## config.mk

```make
export PLATFORM = sky130hd
export DESIGN_NAME = min_prio_arbiter
export DESIGN_NICKNAME = d
export VERILOG_FILES = /design/src/rtl/min_prio_arbiter.sv
export SDC_FILE = /design/constraint.sdc
export NUM_CORES = 1
export LEC_CHECK = 0
export CAP_MARGIN = 20
export CORE_MARGIN = 5
export CORE_UTILIZATION = 53
export CTS_CLUSTER_DIAMETER = 200
export DETAILED_ROUTE_END_ITERATION = 12
export MAX_ROUTING_LAYER = met4
export PLACE_DENSITY_LB_ADDON = 0.2
export SYNTH_ARGS = -nofsm -noshare
export SYNTH_HDL_FRONTEND = slang
export SYNTH_SLANG_ARGS = --single-unit
export TNS_END_PERCENT = 10
```

## constraint.sdc

```tcl
create_clock -name clk -period 9.2 [get_ports clk]
set_input_delay 1.84 -clock clk [delete_from_list [all_inputs] [get_ports clk]]
set_output_delay 1.84 -clock clk [all_outputs]
set_load 0.01 [all_outputs]
```

## src/rtl/min_prio_arbiter.sv

```systemverilog
// rtl/min_prio_arbiter.sv - four-requester lowest-priority-value arbiter with round-robin ties and hold watchdog
module min_prio_arbiter #(
  parameter int PRIO_W   = 8,
  parameter int MAX_HOLD = 16
) (
  input  logic                  clk,
  input  logic                  areset,
  input  logic [3:0]            req,
  input  logic [4*PRIO_W-1:0]   prio,
  input  logic                  done,
  output logic [3:0]            gnt,
  output logic [1:0]            gnt_id,
  output logic [PRIO_W-1:0]     gnt_prio,
  output logic                  gnt_valid,
  output logic                  timeout
);

  localparam int HOLD_W = $clog2(MAX_HOLD + 1);

  typedef enum logic {
    IDLE,
    BUSY
  } state_t;

  state_t              state;
  logic [HOLD_W-1:0]   hold_cnt;
  logic [1:0]          rr_ptr;

  logic [1:0]          win_id;
  logic [PRIO_W-1:0]   win_prio;
  logic                win_found;
  logic [1:0]          scan_idx;

  // Scan starting just after the last winner; strict '<' keeps the first tie seen.
  always_comb begin
    win_id    = '0;
    win_prio  = '0;
    win_found = 1'b0;
    scan_idx  = '0;
    for (int k = 1; k <= 4; k++) begin
      scan_idx = rr_ptr + 2'(k);
      if (req[scan_idx] &&
          (!win_found || (prio[scan_idx*PRIO_W +: PRIO_W] < win_prio))) begin
        win_found = 1'b1;
        win_id    = scan_idx;
        win_prio  = prio[scan_idx*PRIO_W +: PRIO_W];
      end
    end
  end

  always_ff @(posedge clk or posedge areset) begin
    if (areset) begin
      state     <= IDLE;
      gnt       <= '0;
      gnt_id    <= '0;
      gnt_prio  <= '0;
      gnt_valid <= 1'b0;
      timeout   <= 1'b0;
      hold_cnt  <= '0;
      rr_ptr    <= 2'd3;
    end else begin
      timeout <= 1'b0;
      case (state)
        IDLE: begin
          if (|req) begin
            state     <= BUSY;
            gnt       <= 4'b0001 << win_id;
            gnt_id    <= win_id;
            gnt_prio  <= win_prio;
            gnt_valid <= 1'b1;
            hold_cnt  <= HOLD_W'(1);
            rr_ptr    <= win_id;
          end
        end
        BUSY: begin
          // done / request drop take precedence over the watchdog
          if (done || !req[gnt_id]) begin
            state     <= IDLE;
            gnt       <= '0;
            gnt_valid <= 1'b0;
            hold_cnt  <= '0;
          end else if (hold_cnt == HOLD_W'(MAX_HOLD)) begin
            state     <= IDLE;
            gnt       <= '0;
            gnt_valid <= 1'b0;
            hold_cnt  <= '0;
            timeout   <= 1'b1;
          end else begin
            hold_cnt <= hold_cnt + 1'b1;
          end
        end
        default: state <= IDLE;
      endcase
    end
  end

endmodule

```

**Word-level counts from Yosys, hierarchy flattened**

Cells that the tools add are included.

- Bits in registers: 24
- Output and inout port bits: 16
- Logic and storage cells: 83

- Add/subtract/negate cells: 4
- Order comparisons: 8
- Equality and inequality tests: 3
- Shift operators: 5
- Mux-type cells: 40
- Bitwise logic cells: 1
- Reductions and logical operators: 14

Operators with widths:

| cell | count |
|---|---|
| 32-bit by 6-bit indexed part select with 8-bit output | 4 |
| 8-bit 2-to-1 mux | 4 |
| 8-bit less-than comparator | 3 |
| 1-bit 2-to-1 mux | 17 |
| 2-bit by 3-bit less-than comparator with 1-bit output (second input constant) | 5 |
| 5-bit 2-to-1 mux | 3 |
| 4-bit 2-to-1 mux | 3 |
| 1-bit binary-select mux with 2-bit select | 5 |
| 5-bit one-hot mux with 2 select lines | 1 |
| 2-bit 2-to-1 mux | 4 |
| 4-bit one-hot mux with 2 select lines | 1 |
| 5-bit by 1-bit adder with 5-bit output (second input constant) | 1 |
| 5-bit equality test (second input constant) | 1 |
| 2-bit adder (second input constant) | 2 |
| 1-bit logical NOT | 4 |
| 1-bit logical OR | 4 |
| 1-bit one-hot mux with 2 select lines | 2 |
| 2-bit AND reduction | 2 |
| 4-bit OR reduction | 1 |
| 1-bit by 2-bit left shift with 4-bit output (first input constant) | 1 |
| 1-bit logical AND | 3 |
| 3-bit by 1-bit inequality test with 1-bit output (second input constant) | 1 |
| 2-bit by 1-bit adder with 2-bit output (second input constant) | 1 |
| 2-bit inequality test (second input constant) | 1 |
| 1-bit inverter | 1 |

**Longest topological paths before layout**

Gate-level depths: netlist of run 1.

- Word-level depth: 19
- Mapped depth: 33
- Gate-level depth less buffers: 27

**Worst setup path after synthesis of run 1**

OpenSTA, ideal clock, no wires.

- Kind: input -> register
- From: input port req[3]
- To: register gnt_prio[1]
- Arrival time: 8.070 ns
- Slack: 1.053 ns
- Cell stages on the path: 27
- Path through: clkbuf_1 > mux2i_1 > mux2i_1 > o211a_1 > inv_1 > ha_1 > a2111o_1 > or3b_1 > a21oi_2 > mux2i_1 > ha_1 > a2111o_1 > nor3_1 > o41ai_4 > buf_2 > nand2_1 > o21ai_0 > ha_1 > a21o_1 > a21o_1 > a21oi_1 > o311ai_0 > o211ai_2 > and2_1 > buf_6 > mux2_2 > a21oi_1

- Cells in the longest elaborated chain, start to end: 15
- Elaborated cells on any way between the ends: 29
- Those cells by class: order compare (3); mux (15); reduce/logical (11)

RTL lines:

| what | line | RTL |
|---|---|---|
| from (decl) | 8 | `input logic [3:0] req,` |
| 1-bit binary-select mux with 2-bit select | 42 | `if (req[scan_idx] &&` |
| 1-bit 2-to-1 mux (not written as such) | 42 |  |
| 8-bit 2-to-1 mux or 1-bit 2-to-1 mux (tied branches) | 42 |  |
| 8-bit less-than comparator or 1-bit logical NOT (tied branches) | 43 | `(!win_found \|\| (prio[scan_idx*PRIO_W +: PRIO_W] < win_prio))) begin` |
| 1-bit logical OR | 43 |  |
| 1-bit logical AND | 42 |  |
| 8-bit 2-to-1 mux or 1-bit 2-to-1 mux (tied branches) | 42 |  |
| 8-bit less-than comparator or 1-bit logical NOT (tied branches) | 43 |  |
| 1-bit logical OR | 43 |  |
| 1-bit logical AND | 42 |  |
| 8-bit 2-to-1 mux or 1-bit 2-to-1 mux (tied branches) | 42 |  |
| 8-bit less-than comparator or 1-bit logical NOT (tied branches) | 43 |  |
| 1-bit logical OR | 43 |  |
| 1-bit logical AND | 42 |  |
| 8-bit 2-to-1 mux | 42 |  |
| to (signal assigned) | 69 | `gnt_prio <= win_prio;` |
| to (decl) | 13 | `output logic [PRIO_W-1:0] gnt_prio,` |

Several ways; a longest one is shown, not always the timed one. The select of a mux whose other input is x is not followed.
A chain may end at the register's enable or synchronous reset.

**Worst setup path after layout of run 1**

- From: input port req[0]
- To: register gnt_prio[2]

Same word-level chain as after synthesis.

==> run summary, run 1 <==
* post-synthesis cell type with the largest combined area: sky130_fd_sc_hd__dfrtp_1
* total number of vias: 2,782
* height of the chip: 83.8 um
* leading cell type in the layout, fill and taps excluded: sky130_fd_sc_hd__clkdlybuf4s50_1
* all-layer global routing usage: 21.3%
* clock buffer depth: 2
* final WL: 7300 um
* utilization after layout: 68.7%
* cells after synthesis: 350
* Cell Rows: 26
* setup repair after global routing missed its margin: no
* Fin Setup TNS: 0 ns
* critical path's top delay family: compound AO/OA/AOI/OAI gates
* average cell area after synthesis: 8.25 sq um
* cell area after layout: 3580 sq um
* maximum level of the CTS H-tree: 1
* Yosys warning total: 0
* Slew Viols, Final: 0
* clock root buffer: sky130_fd_sc_hd__clkbuf_8
* antenna cell count: 0
* global-route met3 utilization: 2.96%
* Cell Chain, Critical Path: clkdlybuf4s50_1 -> mux2i_1 -> mux2i_2 -> o211a_1 -> inv_1 -> ha_1 -> a2111o_1 -> or3b_1 -> a21oi_2 -> mux2_2 -> ha_1 -> nand4_1 -> o41ai_4 -> o21ai_0 -> ha_1 -> a21o_1 -> a21o_1 -> a21oi_1 -> o311ai_0 -> o211ai_2 -> and2_1 -> mux2_2 -> a21oi_1
* data required time of the critical path: 9.39 ns
* Total Die Area: 7030 sq um
* initial antenna violation count: 0
* outcome: finished clean
* nets in the synthesized netlist: 412
* wire length of the first global-routing pass: 12,300 um
* time the final worst path needs with I/O delays and setup: 8.69 ns
* Synth area leaders: sky130_fd_sc_hd__dfrtp_1 (19%), sky130_fd_sc_hd__ha_1 (10%), sky130_fd_sc_hd__mux2i_1 (7.6%), sky130_fd_sc_hd__mux2_2 (7.4%), sky130_fd_sc_hd__mux4_2 (6.2%)
* worst min-delay path class: flip-flop to flip-flop
* CTS Hold Bufs: 0
* post-synthesis cell type count: 55
* number of nets with antenna violations after routing: 0
* period utilisation layout: 94.5%
* fin cells: 473
* most numerous cell on the critical path: sky130_fd_sc_hd__ha_1
* dominant register cell in the synthesized netlist: sky130_fd_sc_hd__dfrtp_1
* final weighted congestion in routability-driven placement: 0.892
* Top-Level Pins: 55
* most frequent cells in the layout: sky130_fd_sc_hd__clkdlybuf4s50_1 (54), sky130_fd_sc_hd__nor2_1 (40), sky130_fd_sc_hd__nand2_1 (40), sky130_fd_sc_hd__a21oi_1 (35), sky130_fd_sc_hd__ha_1 (23)
* share of synthesized flip-flops with an asynchronous set or reset: 100%
* starting density of the core: 55.5%
* via count of the first global-routing pass: 2,676
* fin nets: 466
* buffers added on ports: 54
* GR Layer Usage met2: 35.1%
* Least-Margin Pin Slew: 0.889 ns
* count of filler cells inserted in the layout: 440
* busiest layer in global routing: met2
* Max stage delay cell, worst path: sky130_fd_sc_hd__o41ai_4
* post-placement cell count: 466
* area share of the largest cell type after synthesis: 19.1%
* maximum cell stage delay along the critical path: 0.68 ns
* Placed Instance Area: 3490 sq um
* area grow syn2layout: 23.8%
* max-slew headroom at the worst pin: 40.6%
* final count of hold timing violations: 0
* footprint of the flip-flops and latches: 603 sq um
* DRC violations left: 0
* CORE AREA: 5200 sq um
* count of flip-flops with a built-in enable after synthesis: 0
* clock latency of the later-clocked register in the worst-skew pair: 0.26 ns
* Multi-input gate area: 2130 sq um
* Worst Path Class, Setup: input pin to flip-flop
* post-synthesis sequential area ratio: 20.9%
* CP startpoint kind: input pin
* global route overflow: 0
* setup clock skew after layout: 0.00304 ns
* number of sinks on the clock net: 24
* number of maximum-capacitance violations: 0
* Detailed Routing Iterations Pass 1: 4
* Arrival @ worst endpoint: 8.88 ns
* final-report setup violation count: 0
* clock tree from TritonCTS: built
* maximum clock frequency: 115 MHz
* largest net degree at the start of global routing: 33
* kind of capture point of the worst setup path: flip-flop
* Wirelength per Cell: 15.4 um
* clock input transition at the sequential cells of the worst setup and hold paths: 0.08 ns
* Crit Path Max Fanout: 10
* Die X: 83.8 um
* share of final-layout standard cells stronger than drive strength 1: 13.6%
* Num CTS Buffers: 3
* buffering stage count on the worst path with inverters included: 2
* count of state elements after synthesis: 24
* GR Util met1: 28.7%
* vias per std cell: 5.88
* placed wire-length estimate: 6000 um
* mapped cell area: 2890 sq um
* 1st-iter DRT viols: 145
## sequential cells by signal, indices dropped and copies added, names as in the netlist
name	count
gnt	4
gnt_id	2
gnt_prio	8
gnt_valid	1
hold_cnt	5
rr_ptr	2
state	1
timeout	1
## final timing paths
check	start	cells after the start	endpoint	slack, ns
setup / recovery	req[0]	23	gnt_prio[2]$_DFFE_PP0P_	0.51
hold / removal	hold_cnt[4]$_DFFE_PP0P_	1	hold_cnt[4]$_DFFE_PP0P_	0.48
setup reg to reg	rr_ptr[0]$_DFFE_PP1P_	23	gnt_prio[2]$_DFFE_PP0P_	1.76
hold reg to reg	hold_cnt[4]$_DFFE_PP0P_	1	hold_cnt[4]$_DFFE_PP0P_	0.48
max in group asynchronous	areset	2	state$_DFF_PP0_	6.59
min in group asynchronous	areset	2	gnt[3]$_DFFE_PP0P_	2.07
## synthesized netlist by cell type, drive strengths merged (3+ instances only)
cell type and instances:
a21o 6, buf 9, nand4 4, mux2i 22, nand2 40, mux4 8, or2 5, o211ai 4
o21a 4, o21ai 25, dfrtp 22, a211oi 5, a21oi 36, a22o 3, nor3 6, a31oi 6
nand3 4, mux2 19, nor2 40, o211a 4, ha 23, clkbuf 10, inv 15, and2 3
## cell type report
type	count	share of cell area [%]
Multi-Input combinational cell	292	59.4
Sequential cell	24	16.9
Inverter	15	1.57
Tap cell	70	2.45
Timing Repair Buffer	68	18.4
Clock buffer	4	1.26
## logic make-up (layout without fill, tap and decap cells)
kind of cell    count (synthesis)  in the layout  synth area share (%)
simple gates                  114            114                  18.1
compound gates                106            106                  24.2
mux                            49             49                  21.3
buf+inv                        34             87                  5.67
flops                          24             24                  20.9
fa+ha+maj                      23             23                  9.96
## routing by layer
metal / share of wire (%) / up-vias
met2: 47 / 72
met1: 47 / 1299
met3: 4.9 / 6
met4: 0.52 / 0
met5: 0 / -
li1: - / 1405
## repair_timing
item | 4_1_cts | 5_1_grt
gates resized for setup | 0 | 1
hold endpoints to repair | 0 | 0
buffers inserted | 0 | 3
setup endpoints to repair | 0 | 16
## per-stage QoR
| stage | worst slack (ns) | hold slack [ns] |
|---|---|---|
| finish | 0.506 | 0.483 |
| global route | 0.0538 | 0.527 |
| CTS | 0.304 | 0.484 |
| detailed placement | 0.0494 | 0.468 |
| global placement | 0.265 | 0.462 |
| floorplan | 1.05 | 0.446 |
Power of run 1 is left out: the tool's default activity adds up to more than one toggle a clock period on the data nets, which glitch-free logic cannot reach.
==> inputs of run 2 (changes only) <==
--- a/config.mk
+++ b/config.mk
@@ -7,9 +7,10 @@
 export LEC_CHECK = 0
 export CAP_MARGIN = 20
 export CORE_MARGIN = 5
-export CORE_UTILIZATION = 53
+export CORE_UTILIZATION = 48
 export CTS_CLUSTER_DIAMETER = 200
 export DETAILED_ROUTE_END_ITERATION = 12
+export HOLD_SLACK_MARGIN = 0.15
 export MAX_ROUTING_LAYER = met4
 export PLACE_DENSITY_LB_ADDON = 0.2
 export SYNTH_ARGS = -nofsm -noshare
==> constraint.sdc (replaced) <==
create_clock -name clk -period 7.47 [get_ports clk]
set_input_delay 1.494 -clock clk [delete_from_list [all_inputs] [get_ports clk]]
set_output_delay 1.494 -clock clk [all_outputs]
set_load 0.01 [all_outputs]
==> run 2 against run 1 <==
  * Non-clock buffer count increased by 53
  * Clock skew grew 0.0084 ns
  * Utilization is 2.0 points higher
  * Via count increased by 15%
  * Die area increased by 9.1%
  * Flip-flop and latch count unchanged
  * Cell count grew 12%
  * Critical path type unchanged
==> run summary, run 2 (synthesized netlist as in run 1, its figures left out) <==
* Die X: 87.6 um, +4.5%
* number of nets with antenna violations after routing: 0, unchanged
* worst setup timing slack at the placement stage: -0.540 ns, -0.590 ns
* total number of vias: 3,200, +15%
* data required time of the critical path: 7.62 ns, -1.77 ns
* clock root buffer: sky130_fd_sc_hd__clkbuf_8
* period utilisation layout: 97.9%
* final count of hold timing violations: 0, unchanged
* post-route setup slack: 0.158 ns, -0.349 ns
* Worst Path Class, Setup: input pin to flip-flop
* time the final worst path needs with I/O delays and setup: 7.31 ns
* height of the chip: 87.6 um, +4.5%
* maximum clock frequency: 137 MHz
* Crit Path Max Fanout: 5, -5
* starting density of the core: 49.1%, -6.4 points
* number of flip-flops in the largest register: 8, unchanged
* Total Die Area: 7670 sq um, +9.1%
* max-slew headroom at the worst pin: 31.5%, -9.2 points
* clock buffer depth: 2, unchanged
* fin nets: 519, +11%
* outcome: finished clean
* CORE AREA: 5890 sq um, +13%
* number of sinks on the clock net: 24, unchanged
* met1 layer wirelength in the final routing: 3740 um, +8.1%
* setup clock skew after layout: 0.0115 ns, +0.00843 ns
* minimum hold slack: 0.501 ns, +0.0174 ns
* Slew Viols, Final: 0, unchanged
* Arrival @ worst endpoint: 7.47 ns, -1.41 ns
* vias per std cell: 6.03, +2.5%
* global route overflow: 0, unchanged
* DRC violations left: 0, unchanged
* buffers added on ports: 54, unchanged
* share of final-layout standard cells stronger than drive strength 1: 29.8%, +16 points
* highest metal layer with signal wires: met4
* Wirelength per Cell: 17.0 um, +10%
* Top-Level Pins: 55, unchanged
* largest registers: gnt_prio (8), hold_cnt (5), gnt (4)
* met2 routed WL: 4510 um, +31%
* Fin Setup TNS: 0 ns, unchanged
* antenna cell count: 0, unchanged
* kind of capture point of the worst setup path: flip-flop
* placed wire-length estimate: 6690 um, +11%
* final-report setup violation count: 0, unchanged
* clock latency of the later-clocked register in the worst-skew pair: 0.27 ns, about the same
* most frequent cells in the layout: sky130_fd_sc_hd__buf_4 (64), sky130_fd_sc_hd__clkdlybuf4s50_1 (50), sky130_fd_sc_hd__nor2_1 (40), sky130_fd_sc_hd__nand2_1 (39), sky130_fd_sc_hd__a21oi_1 (28)
* Num CTS Buffers: 3, unchanged
* leading cell type in the layout, fill and taps excluded: sky130_fd_sc_hd__buf_4
* slack of the worst reg-to-reg path: 0.59 ns, -1.17 ns
* all-layer global routing usage: 24.4%, +3.0 points
* final WL: 9030 um, +24%
* Detailed Routing Iterations Pass 1: 5, +1
* Cell Rows: 28, +7.7%
* area grow syn2layout: 44.0%
* wire length of the first global-routing pass: 14,500 um, +18%
* final weighted congestion in routability-driven placement: 0.933, +4.6%
* total length of routed met3 wires: 489 um, +38%
* largest reg by FF count: gnt_prio
* via count of the first global-routing pass: 3,199, +20%
* clock input transition at the sequential cells of the worst setup and hold paths: 0.09 ns, about the same
* 1st-iter DRT viols: 262, +81%
* worst min-delay path class: flip-flop to flip-flop
* largest net degree at the start of global routing: 26, -21%
* Least-Margin Pin Slew: 1.03 ns, +0.138 ns
* maximum level of the CTS H-tree: 1, unchanged
* CP startpoint kind: input pin
* initial antenna violation count: 0, unchanged
* clock tree from TritonCTS: built
* number of maximum-capacitance violations: 0, unchanged
[run 2: cell types whose count changed in the layout (fill, tap and decap cells not counted), moves of 5 or more]
cell / before / now
sky130_fd_sc_hd__a21oi_2: 1 / 7
sky130_fd_sc_hd__ha_1: 23 / 18
sky130_fd_sc_hd__o21ai_0: 22 / 17
sky130_fd_sc_hd__buf_4: 13 / 64
sky130_fd_sc_hd__a21oi_1: 35 / 28
[run 2: stage by stage]
| stage | cells | instance area [sq um] | utilization (%) |
|---|---|---|---|
| after floorplan | 350 | 2920 | - |
| after global placement | 508 | 3800 | 64.6 |
| after detailed placement | 508 | 3800 | 64.6 |
| after CTS | 528 | 4070 | 69.1 |
| after global routing | 531 | 4160 | 70.7 |
| final | 531 | 4160 | 70.7 |
[run 2: what timing repair did]
| action | 4_1_cts | 5_1_grt |
|---|---|---|
| pin swaps | 18 | 18 |
| hold buffers | 0 | 0 |
| setup endpoints to repair | 16 | 16 |
| buffers inserted | 16 | 3 |
| resized for setup | 23 | 21 |
[run 2: layer usage]
| metal | GRT usage (%) | vias to the layer above |
|---|---|---|
| met5 | - | - |
| li1 | - | 1504 |
| met4 | 8.79 | 0 |
| met3 | 5.08 | 30 |
| met2 | 41.6 | 124 |
| met1 | 28.1 | 1542 |
[run 2: final timing paths]
path / from / to / cells past startpoint
max: prio[19] / gnt[2]$_DFFE_PP0P_ / 26
min: gnt[1]$_DFFE_PP0P_ / gnt[1]$_DFFE_PP0P_ / 2
max reg2reg: rr_ptr[1]$_DFFE_PP1P_ / gnt[2]$_DFFE_PP0P_ / 25
min reg2reg: gnt[1]$_DFFE_PP0P_ / gnt[1]$_DFFE_PP0P_ / 2
max in group asynchronous: areset / gnt_prio[1]$_DFFE_PP0P_ / 2
min in group asynchronous: areset / gnt_valid$_DFFE_PP0P_ / 2
[run 2: cell type report]
type	count	area (sq um)
multi-input cells	292	2280
inverters	15	56.3
repair buffers	121	1060
flip-flops and latches	24	603
fillers	440	1720
clock buffers	3	41.3
well taps	75	93.8
clock inverters	1	30.0
[run 2: worst max-delay path, cell delays in order]
cell and delay [ns]:
sky130_fd_sc_hd__clkdlybuf4s50_1 0.42, sky130_fd_sc_hd__mux2_2 0.29, sky130_fd_sc_hd__o211a_1 0.24, sky130_fd_sc_hd__inv_1 0.09, sky130_fd_sc_hd__ha_4 0.20, sky130_fd_sc_hd__a2111o_1 0.39, sky130_fd_sc_hd__or3b_4 0.41, sky130_fd_sc_hd__a21oi_4 0.22
sky130_fd_sc_hd__mux2i_1 0.28, sky130_fd_sc_hd__ha_1 0.28, sky130_fd_sc_hd__a2111o_1 0.51, sky130_fd_sc_hd__nor3_4 0.29, sky130_fd_sc_hd__o41ai_4 0.15, sky130_fd_sc_hd__buf_4 0.17, sky130_fd_sc_hd__nand2_2 0.06, sky130_fd_sc_hd__o21ai_2 0.06
sky130_fd_sc_hd__ha_1 0.30, sky130_fd_sc_hd__a21o_1 0.19, sky130_fd_sc_hd__a21o_1 0.18, sky130_fd_sc_hd__a21oi_2 0.19, sky130_fd_sc_hd__o311ai_2 0.13, sky130_fd_sc_hd__o211ai_2 0.22, sky130_fd_sc_hd__buf_6 0.14, sky130_fd_sc_hd__a22oi_1 0.09
sky130_fd_sc_hd__o22a_1 0.28, sky130_fd_sc_hd__a22o_1 0.20
Power of run 2 is left out for the same reason.
==> inputs of run 3 (changes only) <==
--- a/config.mk
+++ b/config.mk
@@ -6,8 +6,10 @@
 export NUM_CORES = 1
 export LEC_CHECK = 0
 export CAP_MARGIN = 20
+export CELL_PAD_IN_SITES_DETAIL_PLACEMENT = 1
+export CELL_PAD_IN_SITES_GLOBAL_PLACEMENT = 2
 export CORE_MARGIN = 5
-export CORE_UTILIZATION = 48
+export CORE_UTILIZATION = 28
 export CTS_CLUSTER_DIAMETER = 200
 export DETAILED_ROUTE_END_ITERATION = 12
 export HOLD_SLACK_MARGIN = 0.15
==> run 3 against run 2 <==
  * Die area increased by 62%
  * Utilization decreased by 29 points
  * Design area grew 2.5%
  * Critical path type unchanged
  * Largest cell class unchanged
==> run summary, run 3 (synthesized netlist as in run 1, its figures left out) <==
* total number of vias: 3,038, -5.1%
* highest metal layer with signal wires: met4
* clock tree from TritonCTS: built
* Arrival @ worst endpoint: 7.33 ns, -0.14 ns
* Wirelength per Cell: 16.4 um, -3.6%
* final-report setup violation count: 0, unchanged
* height of the chip: 112 um, +27%
* via count of the first global-routing pass: 3,244, +1.4%
* Top-Level Pins: 55, unchanged
* CORE AREA: 10,200 sq um, +73%
* vias per std cell: 5.11, -15%
* number of sinks on the clock net: 24, unchanged
* minimum hold slack: 0.485 ns, -0.0160 ns
* maximum level of the CTS H-tree: 1, unchanged
* met2 routed WL: 4990 um, +11%
* worst setup timing slack at the placement stage: -0.731 ns, -0.191 ns
* fin nets: 521, +0.39%
* data required time of the critical path: 7.63 ns, about the same
* total length of routed met3 wires: 146 um, -70%
* Placed Instance Area: 3930 sq um, +3.2%
* buffers added on ports: 54, unchanged
* final WL: 9740 um, +7.8%
* leading cell type in the layout, fill and taps excluded: sky130_fd_sc_hd__buf_4
* footprint of the flip-flops and latches: 603 sq um, unchanged
* CP startpoint kind: input pin
* Crit Path Max Fanout: 5, unchanged
* Least-Margin Pin Slew: 0.951 ns, -0.0760 ns
* period utilisation layout: 95.9%, -2.0 points
* post-route setup slack: 0.305 ns, +0.148 ns
* DRC violations left: 0, unchanged
* Detailed Routing Iterations Pass 1: 4, -1
* clock root buffer: sky130_fd_sc_hd__clkbuf_8
* time the final worst path needs with I/O delays and setup: 7.16 ns, -0.148 ns
* placed wire-length estimate: 8050 um, +20%
* Worst Path Class, Setup: input pin to flip-flop
* largest reg by FF count: gnt_prio
* maximum clock frequency: 140 MHz, +2.1%
* kind of capture point of the worst setup path: flip-flop
* outcome: finished clean
* starting density of the core: 28.4%, -21 points
* clock input transition at the sequential cells of the worst setup and hold paths: 0.09 ns, about the same
* worst min-delay path class: flip-flop to flip-flop
* number of flip-flops in the largest register: 8, unchanged
* area grow syn2layout: 47.6%
* all-layer global routing usage: 16.0%, -8.4 points
* antenna cell count: 0, unchanged
* setup clock skew after layout: 0.00549 ns, -0.00598 ns
* global route overflow: 0, unchanged
* clock latency of the later-clocked register in the worst-skew pair: 0.27 ns, about the same
* cell area after layout: 4260 sq um, +2.5%
* Total Die Area: 12,400 sq um, +62%
* final count of hold timing violations: 0, unchanged
* Multi-input gate area: 2260 sq um, -0.93%
* largest net degree at the start of global routing: 28, +7.7%
* Num CTS Buffers: 3, unchanged
* share of final-layout standard cells stronger than drive strength 1: 29.0%, -0.79 points
* largest registers: gnt_prio (8), hold_cnt (5), gnt (4)
* initial antenna violation count: 0, unchanged
* Die X: 112 um, +27%
* CTS Hold Bufs: 0, unchanged
* max-slew headroom at the worst pin: 35.0%, +3.5 points
* fin cells: 594, +12%
* met1 layer wirelength in the final routing: 4480 um, +20%
* post-placement cell count: 575, +13%
* clock buffer depth: 2, unchanged
* Cell Rows: 37, +32%
* 1st-iter DRT viols: 106, -60%
* count of filler cells inserted in the layout: 1,232, +180%
* Slew Viols, Final: 0, unchanged
* final weighted congestion in routability-driven placement: 0.890, -4.5%
* most frequent cells in the layout: sky130_fd_sc_hd__buf_4 (64), sky130_fd_sc_hd__clkdlybuf4s50_1 (47), sky130_fd_sc_hd__nor2_1 (39), sky130_fd_sc_hd__nand2_1 (39), sky130_fd_sc_hd__a21oi_1 (30)
* number of maximum-capacitance violations: 0, unchanged
* number of nets with antenna violations after routing: 0, unchanged
* wire length of the first global-routing pass: 16,400 um, +13%
==> run 3: cell count changes in the layout (fill, tap and decap cells not counted), sizes merged <==
cell and change:
clkdlybuf4s50 -3, buf +2, dlygate4sd2 -2, dlymetal6s2s +5
==> run 3: layout make-up <==
cell class	instances	share of cell area [%]
inverter	15	1.32
clock inverter	1	0.704
clock buffer	3	0.968
multi-input combinational	292	53.0
sequential	24	14.1
tap	136	3.99
timing repair buffer	123	25.9
==> run 3: metrics by stage <==
step / utilization [%] / TNS [ns]
detailed placement: 38.6 / -10.91
global route: 41.9 / -0.0438
global placement: 38.6 / -9.90
finish: 41.9 / 0
floorplan: - / 0
CTS: 39.9 / 0
==> run 3: metal layers <==
metal	vias to the layer above	GRT usage (%)
li1	1504	-
met1	1489	20.3
met2	37	28.5
met3	8	1.68
met4	0	1.54
met5	-	-
==> run 3: critical path, cell delays in order <==
cell	delay, ns
sky130_fd_sc_hd__clkdlybuf4s50_1	0.48
sky130_fd_sc_hd__mux2i_1	0.09
sky130_fd_sc_hd__nand2_1	0.08
sky130_fd_sc_hd__o211a_1	0.16
sky130_fd_sc_hd__inv_1	0.05
sky130_fd_sc_hd__ha_1	0.30
sky130_fd_sc_hd__a2111o_1	0.45
sky130_fd_sc_hd__or3b_4	0.40
sky130_fd_sc_hd__a21oi_4	0.21
sky130_fd_sc_hd__mux2i_2	0.27
sky130_fd_sc_hd__ha_1	0.28
sky130_fd_sc_hd__a2111o_1	0.50
sky130_fd_sc_hd__nor3_4	0.26
sky130_fd_sc_hd__o41ai_4	0.13
sky130_fd_sc_hd__buf_4	0.17
sky130_fd_sc_hd__nand2_1	0.06
sky130_fd_sc_hd__o21ai_2	0.06
sky130_fd_sc_hd__ha_1	0.32
sky130_fd_sc_hd__a21o_1	0.16
sky130_fd_sc_hd__a21o_1	0.18
sky130_fd_sc_hd__a21oi_2	0.16
sky130_fd_sc_hd__o311ai_2	0.13
sky130_fd_sc_hd__o211ai_2	0.21
sky130_fd_sc_hd__buf_4	0.16
sky130_fd_sc_hd__a22oi_1	0.09
sky130_fd_sc_hd__o22a_2	0.28
sky130_fd_sc_hd__a22o_1	0.20
==> run 3: repair_timing <==
item                                    in CTS  in global routing
cloned                                       0                  0
setup buffers                                5                  8
gates resized for setup                      9                 33
pin swaps                                    8                 16
endpoints found under the setup margin      16                 16
==> run 3: worst paths after layout <==
check	from	cells past startpoint	slack, ns	endpoint
min in group asynchronous	areset	2	1.48	gnt_prio[6]$_DFFE_PP0P_
worst min register to register	gnt_valid$_DFFE_PP0P_	2	0.48	gnt_valid$_DFFE_PP0P_
max in group asynchronous	areset	3	5.52	rr_ptr[0]$_DFFE_PP1P_
worst max-delay path	prio[27]	27	0.31	gnt[2]$_DFFE_PP0P_
worst min-delay path	gnt_valid$_DFFE_PP0P_	2	0.48	gnt_valid$_DFFE_PP0P_
worst max register to register	rr_ptr[0]$_DFFE_PP1P_	26	0.77	gnt[2]$_DFFE_PP0P_
Power of run 3 is left out for the same reason.
